## src/rtl/uart_mmio_fifo_if.sv

```systemverilog
// Valid/ready byte stream used between the MMIO UART front end and the uart block.
interface rv_if #(
  parameter int W = 8
) ();
  logic         valid;
  logic         ready;
  logic [W-1:0] data;

  // Producer side: offers data, waits for ready.
  modport TX (output valid, output data, input ready);
  // Consumer side: accepts data, drives ready.
  modport RX (input valid, input data, output ready);
endinterface

```

## src/rtl/uart_mmio_fifo.sv

```systemverilog
// Memory-mapped UART front end. A TX FIFO decouples software writes from the
// serial transmitter, and an RX FIFO collects received bytes until software
// reads them. Register map (word index = mmio_addr[3:2]):
//   0 STATUS (RO), 1 TX_DATA (WO), 2 RX_DATA (RO, pops), 3 CLEAR (WO).
module uart_mmio_fifo #(
  parameter int TX_DEPTH = 16,
  parameter int RX_DEPTH = 16
) (
  input  logic        clk,
  input  logic        rst,
  input  logic        mmio_en,
  input  logic        mmio_we,
  input  logic [3:0]  mmio_addr,
  input  logic [31:0] mmio_wdata,
  output logic [31:0] mmio_rdata,
  rv_if.TX            send_req,
  rv_if.RX            recv_rsp,
  output logic        rx_irq
);

  localparam int TX_AW = $clog2(TX_DEPTH);
  localparam int RX_AW = $clog2(RX_DEPTH);

  localparam logic [TX_AW:0]   TX_FULL_CNT = (TX_AW + 1)'(TX_DEPTH);
  localparam logic [RX_AW:0]   RX_FULL_CNT = (RX_AW + 1)'(RX_DEPTH);
  localparam logic [TX_AW:0]   TX_CNT_ONE  = (TX_AW + 1)'(1);
  localparam logic [RX_AW:0]   RX_CNT_ONE  = (RX_AW + 1)'(1);
  localparam logic [TX_AW-1:0] TX_PTR_ONE  = TX_AW'(1);
  localparam logic [RX_AW-1:0] RX_PTR_ONE  = RX_AW'(1);

  localparam logic [1:0] REG_STATUS = 2'd0;
  localparam logic [1:0] REG_TXDATA = 2'd1;
  localparam logic [1:0] REG_RXDATA = 2'd2;
  localparam logic [1:0] REG_CLEAR  = 2'd3;

  // ---------------------------------------------------------------------------
  // Storage and state
  // ---------------------------------------------------------------------------
  logic [7:0]       tx_mem [TX_DEPTH];
  logic [7:0]       rx_mem [RX_DEPTH];

  logic [TX_AW-1:0] tx_wr_ptr_q, tx_wr_ptr_d;
  logic [TX_AW-1:0] tx_rd_ptr_q, tx_rd_ptr_d;
  logic [TX_AW:0]   tx_count_q,  tx_count_d;

  logic [RX_AW-1:0] rx_wr_ptr_q, rx_wr_ptr_d;
  logic [RX_AW-1:0] rx_rd_ptr_q, rx_rd_ptr_d;
  logic [RX_AW:0]   rx_count_q,  rx_count_d;

  logic             rx_overrun_q, rx_overrun_d;
  logic             tx_drop_q,    tx_drop_d;
  logic [31:0]      rdata_q,      rdata_d;

  // ---------------------------------------------------------------------------
  // Bus decode and FIFO events
  // ---------------------------------------------------------------------------
  logic [1:0]  reg_sel;
  logic        rd_req;
  logic        wr_req;
  logic        tx_full;
  logic        tx_empty;
  logic        rx_full;
  logic        rx_empty;
  logic        tx_push_req;
  logic        tx_push;
  logic        tx_pop;
  logic        rx_push;
  logic        rx_pop;
  logic        clr_req;
  logic [7:0]  rx_head;
  logic [31:0] status_word;

  // Byte-lane bits and upper write data carry no meaning for this block.
  logic        unused_bits;
  assign unused_bits = ^{mmio_addr[1:0], mmio_wdata[31:8]};

  assign reg_sel  = mmio_addr[3:2];
  assign rd_req   = mmio_en & ~mmio_we;
  assign wr_req   = mmio_en &  mmio_we;

  assign tx_full  = (tx_count_q == TX_FULL_CNT);
  assign tx_empty = (tx_count_q == '0);
  assign rx_full  = (rx_count_q == RX_FULL_CNT);
  assign rx_empty = (rx_count_q == '0);

  // Full flags are taken from the registered counts, so a same-cycle pop never
  // makes room for a push arriving in that cycle.
  assign tx_push_req = wr_req && (reg_sel == REG_TXDATA);
  assign tx_push     = tx_push_req && !tx_full;
  assign tx_pop      = !tx_empty && send_req.ready;
  assign rx_push     = recv_rsp.valid && !rx_full;
  assign rx_pop      = rd_req && (reg_sel == REG_RXDATA) && !rx_empty;
  assign clr_req     = wr_req && (reg_sel == REG_CLEAR);

  assign rx_head     = rx_mem[rx_rd_ptr_q];

  // STATUS reflects the state before any access in the current cycle.
  assign status_word = {8'h00,
                        8'(rx_count_q),
                        8'(tx_count_q),
                        3'b000,
                        tx_drop_q,
                        rx_overrun_q,
                        !rx_empty,
                        tx_empty,
                        tx_full};

  // ---------------------------------------------------------------------------
  // Outputs
  // ---------------------------------------------------------------------------
  assign send_req.valid = !tx_empty;
  assign send_req.data  = tx_mem[tx_rd_ptr_q];
  assign recv_rsp.ready = 1'b1;
  assign rx_irq         = !rx_empty;
  assign mmio_rdata     = rdata_q;

  // Next-state for pointers, counts, sticky flags and read data.
  always_comb begin
    tx_wr_ptr_d  = tx_wr_ptr_q;
    tx_rd_ptr_d  = tx_rd_ptr_q;
    tx_count_d   = tx_count_q;
    rx_wr_ptr_d  = rx_wr_ptr_q;
    rx_rd_ptr_d  = rx_rd_ptr_q;
    rx_count_d   = rx_count_q;
    rx_overrun_d = rx_overrun_q;
    tx_drop_d    = tx_drop_q;
    rdata_d      = 32'h0;

    if (tx_push) begin
      tx_wr_ptr_d = tx_wr_ptr_q + TX_PTR_ONE;
    end
    if (tx_pop) begin
      tx_rd_ptr_d = tx_rd_ptr_q + TX_PTR_ONE;
    end
    case ({tx_push, tx_pop})
      2'b10:   tx_count_d = tx_count_q + TX_CNT_ONE;
      2'b01:   tx_count_d = tx_count_q - TX_CNT_ONE;
      default: tx_count_d = tx_count_q;
    endcase

    if (rx_push) begin
      rx_wr_ptr_d = rx_wr_ptr_q + RX_PTR_ONE;
    end
    if (rx_pop) begin
      rx_rd_ptr_d = rx_rd_ptr_q + RX_PTR_ONE;
    end
    case ({rx_push, rx_pop})
      2'b10:   rx_count_d = rx_count_q + RX_CNT_ONE;
      2'b01:   rx_count_d = rx_count_q - RX_CNT_ONE;
      default: rx_count_d = rx_count_q;
    endcase

    // Clears are applied first so that a loss event in the same cycle is
    // still recorded.
    if (clr_req && mmio_wdata[0]) begin
      rx_overrun_d = 1'b0;
    end
    if (clr_req && mmio_wdata[1]) begin
      tx_drop_d = 1'b0;
    end
    if (recv_rsp.valid && rx_full) begin
      rx_overrun_d = 1'b1;
    end
    if (tx_push_req && tx_full) begin
      tx_drop_d = 1'b1;
    end

    if (rd_req) begin
      case (reg_sel)
        REG_STATUS: rdata_d = status_word;
        REG_RXDATA: rdata_d = rx_empty ? 32'h0 : {24'h0, rx_head};
        default:    rdata_d = 32'h0;
      endcase
    end
  end

  // Control state register with synchronous reset.
  always_ff @(posedge clk) begin
    if (rst) begin
      tx_wr_ptr_q  <= '0;
      tx_rd_ptr_q  <= '0;
      tx_count_q   <= '0;
      rx_wr_ptr_q  <= '0;
      rx_rd_ptr_q  <= '0;
      rx_count_q   <= '0;
      rx_overrun_q <= 1'b0;
      tx_drop_q    <= 1'b0;
      rdata_q      <= 32'h0;
    end else begin
      tx_wr_ptr_q  <= tx_wr_ptr_d;
      tx_rd_ptr_q  <= tx_rd_ptr_d;
      tx_count_q   <= tx_count_d;
      rx_wr_ptr_q  <= rx_wr_ptr_d;
      rx_rd_ptr_q  <= rx_rd_ptr_d;
      rx_count_q   <= rx_count_d;
      rx_overrun_q <= rx_overrun_d;
      tx_drop_q    <= tx_drop_d;
      rdata_q      <= rdata_d;
    end
  end

  // FIFO storage writes; contents need no reset because the pointers define validity.
  always_ff @(posedge clk) begin
    if (tx_push) begin
      tx_mem[tx_wr_ptr_q] <= mmio_wdata[7:0];
    end
    if (rx_push) begin
      rx_mem[rx_wr_ptr_q] <= recv_rsp.data;
    end
  end

endmodule

```

## src/flat_wrapper.sv

```systemverilog
// flat-port wrapper written by rule: the top's interface ports become plain ports
module uart_mmio_fifo_flat 
#(
  parameter int TX_DEPTH = 16,
  parameter int RX_DEPTH = 16
)
  (clk, rst, mmio_en, mmio_we, mmio_addr, mmio_wdata, mmio_rdata, rx_irq, send_req_valid, send_req_data, send_req_ready, recv_rsp_valid, recv_rsp_data, recv_rsp_ready);
  rv_if #(.W(8)) send_req_i ();
  rv_if #(.W(8)) recv_rsp_i ();
  input  logic clk;
  input  logic rst;
  input  logic mmio_en;
  input  logic mmio_we;
  input  logic [3:0] mmio_addr;
  input  logic [31:0] mmio_wdata;
  output logic [31:0] mmio_rdata;
  output logic rx_irq;
  output wire logic [$bits(send_req_i.valid)-1:0] send_req_valid;
  output wire logic [$bits(send_req_i.data)-1:0] send_req_data;
  input wire logic [$bits(send_req_i.ready)-1:0] send_req_ready;
  input wire logic [$bits(recv_rsp_i.valid)-1:0] recv_rsp_valid;
  input wire logic [$bits(recv_rsp_i.data)-1:0] recv_rsp_data;
  output wire logic [$bits(recv_rsp_i.ready)-1:0] recv_rsp_ready;
  assign send_req_valid = send_req_i.valid;
  assign send_req_data = send_req_i.data;
  assign send_req_i.ready = send_req_ready;
  assign recv_rsp_i.valid = recv_rsp_valid;
  assign recv_rsp_i.data = recv_rsp_data;
  assign recv_rsp_ready = recv_rsp_i.ready;
  uart_mmio_fifo #(.TX_DEPTH(TX_DEPTH), .RX_DEPTH(RX_DEPTH)) u_core (.clk(clk), .rst(rst), .mmio_en(mmio_en), .mmio_we(mmio_we), .mmio_addr(mmio_addr), .mmio_wdata(mmio_wdata), .mmio_rdata(mmio_rdata), .send_req(send_req_i), .recv_rsp(recv_rsp_i), .rx_irq(rx_irq));
endmodule
```

## config.mk

```make
export PLATFORM = sky130hd
export DESIGN_NAME = uart_mmio_fifo_flat
export DESIGN_NICKNAME = d
export VERILOG_FILES = /design/src/rtl/uart_mmio_fifo_if.sv /design/src/rtl/uart_mmio_fifo.sv /design/src/flat_wrapper.sv
export SDC_FILE = /design/constraint.sdc
export NUM_CORES = 1
export LEC_CHECK = 0
export BUFFER_PORTS_ARGS = -buffer_cell sky130_fd_sc_hd__buf_2
export CAP_MARGIN = 20
export CORE_UTILIZATION = 44
export CTS_BUF_LIST = sky130_fd_sc_hd__clkbuf_4 sky130_fd_sc_hd__clkbuf_8 sky130_fd_sc_hd__clkbuf_16
export DETAILED_ROUTE_END_ITERATION = 8
export PLACE_DENSITY = 0.63
export SLEW_MARGIN = 0
export SYNTH_ARGS = -nofsm -noshare
export SYNTH_HDL_FRONTEND = slang
export SYNTH_SLANG_ARGS = --single-unit
```

## constraint.sdc

```tcl
create_clock -name clk -period 2.7 [get_ports clk]
set_clock_uncertainty 0.2 [all_clocks]
set_input_delay 0.27 -clock clk [delete_from_list [all_inputs] [get_ports clk]]
set_output_delay 0.27 -clock clk [all_outputs]
set_load 0.1 [all_outputs]
```

Word level (Yosys, flattened, before mapping)
Memories as Yosys holds them, arrays and structs flattened. A register that Yosys moved wholly into a read port is not among the register bits. Index checks and enable logic that the tools add are counted. Widths: inputs -> output; s select.

Shift-type cells: 0. Div/mod/pow operators: 0. Muxes and demuxes: 16. $mul: 0. Equality and inequality tests: 9. Magnitude comparators: 0. Add/sub/neg operators: 8. Bitwise logic cells: 4. Reduce and logical (&&, ||, !) cells: 23.

Operator list (count): $pmux 32 s2 (1); $pmux 5 s2 (2); $add 4x1->4 const B (4); $mux 4 (4); $logic_and 1x1->1 (11); $add 5x1->5 const B (2); $eq 5x5->1 const B (2); $logic_not 5->1 (2); $sub 5x1->5 const B (2); $eq 2x2->1 const B (4); $mux 1 (8); $mux 8 (1); $reduce_bool 2->1 (4); $eq 2x1->1 const B (3); $logic_not 1->1 (4); $and 1x1->1 (2); $logic_not 2->1 (1); $not 1->1 (2); $reduce_or 2->1 (1).

Latch bits: 0. Bits of input ports: 50. ROM bits: 0. Register bits after elaboration: 60. Output and inout bits: 43. Memories: 2. Memory bits (writable): 256.

Memories: u_core.rx_mem (words 16, bits a word 8, read ports 1, clocked after Yosys merged registers in 1, wr ports 1, RTL line uart_mmio_fifo.sv:40) `logic [7:0] rx_mem [RX_DEPTH];`; u_core.tx_mem (words 16, bits a word 8, read ports 1, clocked after Yosys merged registers in 1, wr ports 1, RTL line uart_mmio_fifo.sv:39) `logic [7:0] tx_mem [TX_DEPTH];`.

Depth between registers and ports, before layout
Gate-level depths: netlist (run 1).

Depth in word-level cells: 6. Mapped depth: 12. Gate-level depth less buffers: 11.

Least setup slack after synthesis (run 1)
Ideal clock, no wire load.

Path type: reg2reg. Start: reg u_core.tx_count_q[1]. End: reg u_core.tx_count_q[4]. Cell stages (with the launch flop): 11. Arrival: 2.323 ns. Required time: 2.372 ns. Setup slack: 0.049 ns. Path through: dfxtp_1 buf_2 nor4_4 a21boi_1 ha_1 xor2_1 ha_1 a221o_1 a31oi_1 xnor2_1 nor2_1.

Longest elaborated chain between the ends: 5. Elaborated cells between the ends (all ways): 12.

RTL lines: start, declared (RTL line uart_mmio_fifo.sv:44) `logic [TX_AW:0] tx_count_q, tx_count_d;`; start signal, assigned (RTL line uart_mmio_fifo.sv:192) `tx_count_q <= tx_count_d;`; $logic_not 5->1 (*) (RTL line uart_mmio_fifo.sv:82) `assign tx_empty = (tx_count_q == '0);`; $logic_not 1->1 (*) (RTL line uart_mmio_fifo.sv:90) `assign tx_pop = !tx_empty && send_req.ready;`; $logic_and 1x1->1 (*) (RTL line uart_mmio_fifo.sv:90); net u_core.tx_pop (RTL line uart_mmio_fifo.sv:66) `logic tx_pop;`; $eq 2x1->1 or $eq 2x2->1 (tied branches) (RTL line uart_mmio_fifo.sv:135) `case ({tx_push, tx_pop})`; $pmux 5 s2 or $reduce_bool 2->1 (tied branches).

The timed path passes the listed nets; every way through them passes the cells marked *. A chain may end at the register's enable or synchronous reset.

==> impl_metrics.csv, run 1 <==
group,metric,value,unit
synth,async_flop_share,0,
synth,synth_fa_ha_area_frac,0.0151,
flow_run,drv_cap,0,
placement,dpl_cell_area,0.0133,sq mm
final_layout,drive_above_1_share,0.259,
clock_tree,clk_latency,0.56,ns
route,final_antenna_net_count,0,
die,io_pins,93,
power,cellLeakagePower,4.96,nW
power,power.density,750,mW/mm^2
die,start_util,0.447,
route,drt-initial-drc-count,396,
sta,hold_viol,0,
worst_setup_path,critPathMaxFanout,7,
route,via_count,6237,
hold_path,hold_path.startpoint,"send_req_ready",
sta,hold_ws,0.0433,ns
die,row_count,61,
synth,ys.flop_type,"edfxtp_1",
die,die_w,170,um
sta,period_needed,2.96,ns
final_layout,num_antenna_cells,0,
final_layout,multi_input_area,0.00336,sq mm
worst_setup_path,cp.arrival,2.49,ns
placement,gp_congestion,0.766,
clock_tree,h-tree-depth,1,
sta,fin_ws,-0.264,ns
die,die_y,170,um
sta,fin_crit_sh,1.10,
synth,synth_xor_area_frac,0.0141,
final_layout,syn2layout_area_growth,18.1,%
worst_setup_path,worst-path-buf-inv,3,
placement,post-place-cells,1129,
sta,grt_setup_unrepaired,"true",
synth,synth_edf_count,256,
clock_tree,clockRootBuffer,"clkbuf_16",
die,die-area,0.0289,sq mm
sta,finalSetupViolCount,8,
final_layout,final_common_cell,"edfxtp_1",
final_layout,stdcell_count,1215,
worst_setup_path,critPathTopFamily,"multiplexers",
final_layout,final_cell_mix,"edfxtp_1, nor2_1, dfxtp_1",
worst_setup_path,r2r_cells,9,
outcome,violations,"negative setup slack",
route,drt_pass1_iterations,5,
worst_setup_path,ff2ff_setup_slack,0.17,ns
route,viasPerCell,5.13,
hold_path,holdCritPathClass,"input pin to flip-flop",
global_routing,antenna_found_initial,0,
global_routing,grt-ovfl-total,0,
global_routing,grt_util_all_layers,0.164,
final_layout,fin_util,0.528,
final_layout,nNetsFinal,879,
synth,ys_warn_count,0,
clock_tree,clock_sinks,310,
synth,syn_avg_cell_area,18.1,sq um
hold_path,worstHoldPathCells,5,
clock_tree,numCtsBuffers,31,
power,vdd_drop_max,0.000571,V
sta,worst_slew_pin_slew,0.848,ns
worst_setup_path,critPathSlowestCell,"mux4_2",
clock_tree,clk_pin_slew,0.06,ns
synth,synth_compound_area_frac,0.0275,
worst_setup_path,rr_startpoint,"u_core.rx_count_q[3]",
worst_setup_path,crit_chain,"buf_12, buf_16, mux4_2, mux4_2, buf_12",
global_routing,grt_pass1_vias,6422,
synth,yosysSeqAreaShare,0.706,
clock_tree,clockBufferDepth,3,
final_layout,fin_area,0.0147,sq mm
worst_setup_path,startpoint_type,"flip-flop",
route,post-route-drc-count,0,
sta,relSlewSlack,0.433,
placement,portBuffers,51,
worst_setup_path,crit_path_end_kind,"output pin",
synth,synthSimpleGateAreaFrac,0.0573,
final_layout,regArea,0.00877,sq mm
outcome,outcome,"finished, violations left",
route,avgRoutedWirePerCell,18.9,um
global_routing,grt_max_degree,33,
worst_setup_path,critical_path_required,2.23,ns
final_layout,num-fill-cells,2240,
sta,fmax,337,MHz
sta,maxSlewViolCount,0,
synth,synth-seq-cells,310,
worst_setup_path,critical_path_class,"flip-flop to output pin",
synth,ys_types,53,
synth,netlist_instances,687,
synth,mappedNetlistArea,0.0124,sq mm
hold_path,hold_end,"u_core.tx_count_q[3]",
worst_setup_path,reg2reg_to,"u_core.rx_count_q[2]",
synth,synth_mux_area_frac,0.152,
global_routing,grt_pass1_wl,35700,um
placement,dp_hpwl,14800,um
die,core_area,0.0278,sq mm
synth,synth_top_family_by_area,"multiplexers",
worst_setup_path,critPathMaxStageDelay,0.53,ns
route,drt_wl_total,23000,um
clock_tree,cts_tree,"yes",
## repair_timing
action | 4_1_cts | 5_1_grt
resized for setup | 27 | 2
buffers inserted | 2 | 0
endpoints found under the hold margin | 272 | 0
hold buffers | 25 | 0
pin swaps | 0 | 1
cloned | 3 | 0
endpoints found under the setup margin | 8 | 9
## stage by stage
| step | TNS [ns] | power [W] | setup WS [ns] |
|---|---|---|---|
| 2_1_floorplan | 0 | 0.00666 | 0.0494 |
| 3_3_place_gp | 0 | 0.00698 | 0.170 |
| 3_5_place_dp | 0 | 0.00701 | 0.128 |
| 4_1_cts | -1.94 | 0.0111 | -0.275 |
| 5_1_grt | -2.15 | 0.0114 | -0.314 |
| 6_report | -1.68 | 0.0110 | -0.264 |
## metal layers
layer	GRT usage	share of wire
met1	0.201	0.41
met2	0.301	0.54
met3	0.0242	0.034
met4	0.0415	0.020
met5	0	0
## synthesized netlist by cell type, types with 3 or more instances
cell type  instances  area share
a211oi_1           6      0.0036
a21oi_1           13      0.0052
a21oi_2            3      0.0021
a31oi_1            5      0.0025
a32oi_1            3      0.0021
and2_1             9      0.0045
buf_1              8      0.0024
buf_2              6      0.0024
buf_4             16      0.0097
buf_6              7      0.0063
clkbuf_1          12      0.0036
dfxtp_1           54       0.087
edfxtp_1         256        0.62
ha_1              15       0.015
inv_1             10      0.0030
mux2_2             5      0.0045
mux2i_1           12      0.0097
mux4_1            24       0.051
mux4_2            48       0.087
nand2_1           20      0.0060
nand2b_1           5      0.0025
nand3_1            4      0.0016
nand4_1            5      0.0025
nor2_1            68       0.021
nor2b_1            6      0.0030
nor3_1             9      0.0036
o21ai_0            7      0.0028
or3_1              4      0.0020
xnor2_1            6      0.0042
xor2_1            14      0.0099
## layout make-up
class | count | share of cell area
Sequential cell | 310 | 0.598
Multi-Input combinational cell | 331 | 0.229
Timing Repair Buffer | 130 | 0.0752
Clock buffer | 36 | 0.0554
Tap cell | 378 | 0.0322
Clock inverter | 20 | 0.00716
Inverter | 10 | 0.00256
## worst max-delay path by stage
stage                                     from              endpoint  slack [ns]  cells after the start
after global placement               flip-flop      send_req_data[0]        0.17                      4
after detailed placement  u_core.rx_count_q[3]  u_core.rx_count_q[2]        0.13                      9
after global routing                 flip-flop      send_req_data[0]       -0.31                      5
after CTS                            flip-flop      send_req_data[0]       -0.27                      5
after floorplan           u_core.tx_count_q[1]  u_core.tx_count_q[4]        0.05                     10
final                                flip-flop      send_req_data[0]       -0.26                      5
## where the power goes
| part | switching (W) | total (W) | leakage, nW | internal, W |
|---|---|---|---|---|
| Sequential | 0.0000747 | 0.00534 | 2.74 | 0.00526 |
| Clock | 0.00170 | 0.00385 | 0.450 | 0.00214 |
| Combinational | 0.00105 | 0.00182 | 1.76 | 0.000770 |
## tightest hold or removal path: cells and delay by family
family / cells / cell delay, ns
compound gates: 3 / 0.30
buf+inv: 1 / 0.13
simple gates: 1 / 0.06
## cells by family after synthesis
family | Yosys count
muxes | 89
other | 2
buffers and inverters | 59
xor gates and xnor gates | 20
AOI/OAI and AO/OA | 51
and+or+nand+nor | 141
adders and majority gates | 15
DFF | 310
## registers in the layout (all words and copies together), names as in the netlist, named ones only
register             flops
u_core.mmio_rdata       18
u_core.rx_count_q        5
u_core.rx_mem          128
u_core.rx_overrun_q      1
u_core.rx_rd_ptr_q       4
u_core.rx_wr_ptr_q       4
u_core.tx_count_q        5
u_core.tx_drop_q         1
u_core.tx_mem          128
u_core.tx_rd_ptr_q       4
u_core.tx_wr_ptr_q       4
Note: power is estimated with default switching activity, not from simulation.
==> run 2, diff against run 1 <==
Settings changed: CTS_BUF_LIST sky130_fd_sc_hd__clkbuf_4 sky130_fd_sc_hd__clkbuf_8 sky130_fd_sc_hd__clkbuf_16 to unset, SETUP_SLACK_MARGIN set to 0.05.
==> impl_metrics.csv, run 2 (synthesis gave the netlist of run 1 again) <==
group,metric,value,unit
outcome,outcome,"finished, violations left",
outcome,violations,"negative setup slack",
final_layout,stdcell_count,1219,
power,power.density,785,mW/mm^2
placement,post-place-cells,1128,
die,row_count,61,
power,switching_power,0.00287,W
final_layout,fin_util,0.537,
route,via_count,6227,
worst_setup_path,crit_path_end_kind,"output pin",
route,drt_pass1_iterations,4,
global_routing,grt.busiest_layer,"met2",
sta,hold_ws,0.0559,ns
global_routing,grt_max_degree,33,
sta,fin_ws,-0.221,ns
sta,relSlewSlack,0.397,
global_routing,met2_usage,0.299,
route,drt-initial-drc-count,382,
global_routing,antenna_found_initial,0,
route,final_antenna_net_count,0,
sta,period_needed,2.92,ns
placement,portBuffers,51,
final_layout,nNetsFinal,882,
route,drt_wl_total,22800,um
die,die_w,170,um
clock_tree,numCtsBuffers,31,
global_routing,grt_pass1_vias,6459,
power,p_comb_frac,0.167,
global_routing,grt_pass1_wl,35600,um
clock_tree,h-tree-depth,1,
power,switching_share,0.245,
power,cellLeakagePower,5.04,nW
final_layout,final_cell_mix,"edfxtp_1, nor2_1, mux4_2",
final_layout,drive_above_1_share,0.283,
sta,fin_crit_sh,1.08,
clock_tree,clk_pin_slew,0.06,ns
placement,pre_cts_ws,-0.00726,ns
sta,fmax,342,MHz
clock_tree,cts_tree,"yes",
route,viasPerCell,5.11,
die,core_area,0.0278,sq mm
sta,hold_viol,0,
global_routing,met3_usage,0.0235,
die,die-area,0.0289,sq mm
flow_run,drv_cap,0,
final_layout,num_antenna_cells,0,
clock_tree,clock_sinks,310,
global_routing,grt-ovfl-total,0,
clock_tree,clk_latency,0.54,ns
final_layout,num-fill-cells,2216,
hold_path,holdCritPathClass,"input pin to flip-flop",
final_layout,syn2layout_area_growth,20.0,%
power,vdd_drop_max,0.000559,V
sta,grt_setup_unrepaired,"true",
worst_setup_path,critical_path_required,2.23,ns
sta,maxSlewViolCount,0,
placement,dp_hpwl,15000,um
power,p_int,0.00883,W
clock_tree,clockRootBuffer,"clkbuf_16",
placement,gp_congestion,0.759,
global_routing,grt_util_met1,0.198,
worst_setup_path,cp.arrival,2.45,ns
final_layout,multi_input_area,0.00337,sq mm
route,post-route-drc-count,0,
die,start_util,0.447,
sta,setup_tns,-1.62,ns
power,pwr-share-clk,0.377,
power,seqPwrFrac,0.455,
die,die_y,170,um
route,avgRoutedWirePerCell,18.7,um
die,io_pins,93,
final_layout,regArea,0.00877,sq mm
worst_setup_path,critical_path_class,"flip-flop to output pin",
sta,worst_slew_pin_slew,0.901,ns
sta,finalSetupViolCount,8,
global_routing,grt_util_all_layers,0.162,
final_layout,final_common_cell,"edfxtp_1",
worst_setup_path,critPathMaxFanout,5,
worst_setup_path,startpoint_type,"flip-flop",
clock_tree,clockBufferDepth,3,
run 2: cell types whose count changed in the layout (fill, tap and decap cells not counted), sizes merged:
cell	change
inv	-1
bufbuf	+1
clkinv	-6
clkinvlp	+1
bufinv	+5
clkbuf	+3
dlygate4sd3	-3
buf	+4
run 2: layer usage:
layer | wire (um) | up-vias
met5 | 0 | -
met4 | 436 | 0
met3 | 696 | 36
met2 | 12200 | 103
met1 | 9460 | 3155
li1 | - | 2933
run 2: final timing paths:
kind,from,end,slack [ns],cells after the start
min,mmio_addr[2],u_core.mmio_rdata[12],0.06,5
max reg2reg,u_core.rx_count_q[2],u_core.rx_count_q[2],0.18,10
min reg2reg,u_core.rx_overrun_q,u_core.mmio_rdata[3],0.29,1
max,flip-flop,send_req_data[4],-0.22,5
run 2: worst max-delay path, stage by stage (launching register included):
cell	delay, ns
dfxtp_4	0.39
buf_12	0.14
buf_16	0.12
mux4_2	0.51
mux4_2	0.54
buf_12	0.19
run 2: layout make-up:
| type | instances | share of cell area |
|---|---|---|
| clock inverters | 19 | 0.0155 |
| clock buffers | 38 | 0.0566 |
| multi-input cells | 331 | 0.226 |
| inverters | 10 | 0.00252 |
| well taps | 378 | 0.0317 |
| flip-flops and latches | 310 | 0.589 |
| repair buffers | 133 | 0.0788 |
run 2: power groups by stage:
stage	clock, W	combinational [W]	sequential [W]
5_1_grt	0.00469	0.00207	0.00533
3_5_place_dp	0	0.00161	0.00542
4_1_cts	0.00453	0.00196	0.00532
2_1_floorplan	0	0.00124	0.00543
3_3_place_gp	0	0.00157	0.00541
6_report	0.00442	0.00196	0.00533
run 2: through the flow:
stage | instance area, sq um | power [W]
after detailed placement | 13300 | 0.00703
after CTS | 14900 | 0.0118
after floorplan | 12500 | 0.00667
after global routing | 14900 | 0.0121
after global placement | 13300 | 0.00699
final | 14900 | 0.0117
run 2: repair_timing:
item	in CTS	in global routing
gates resized for setup	37	7
pin swaps	1	2
cloned	4	0
hold endpoints to repair	279	0
buffers inserted	5	3
hold buffers	22	0
setup endpoints to repair	9	11
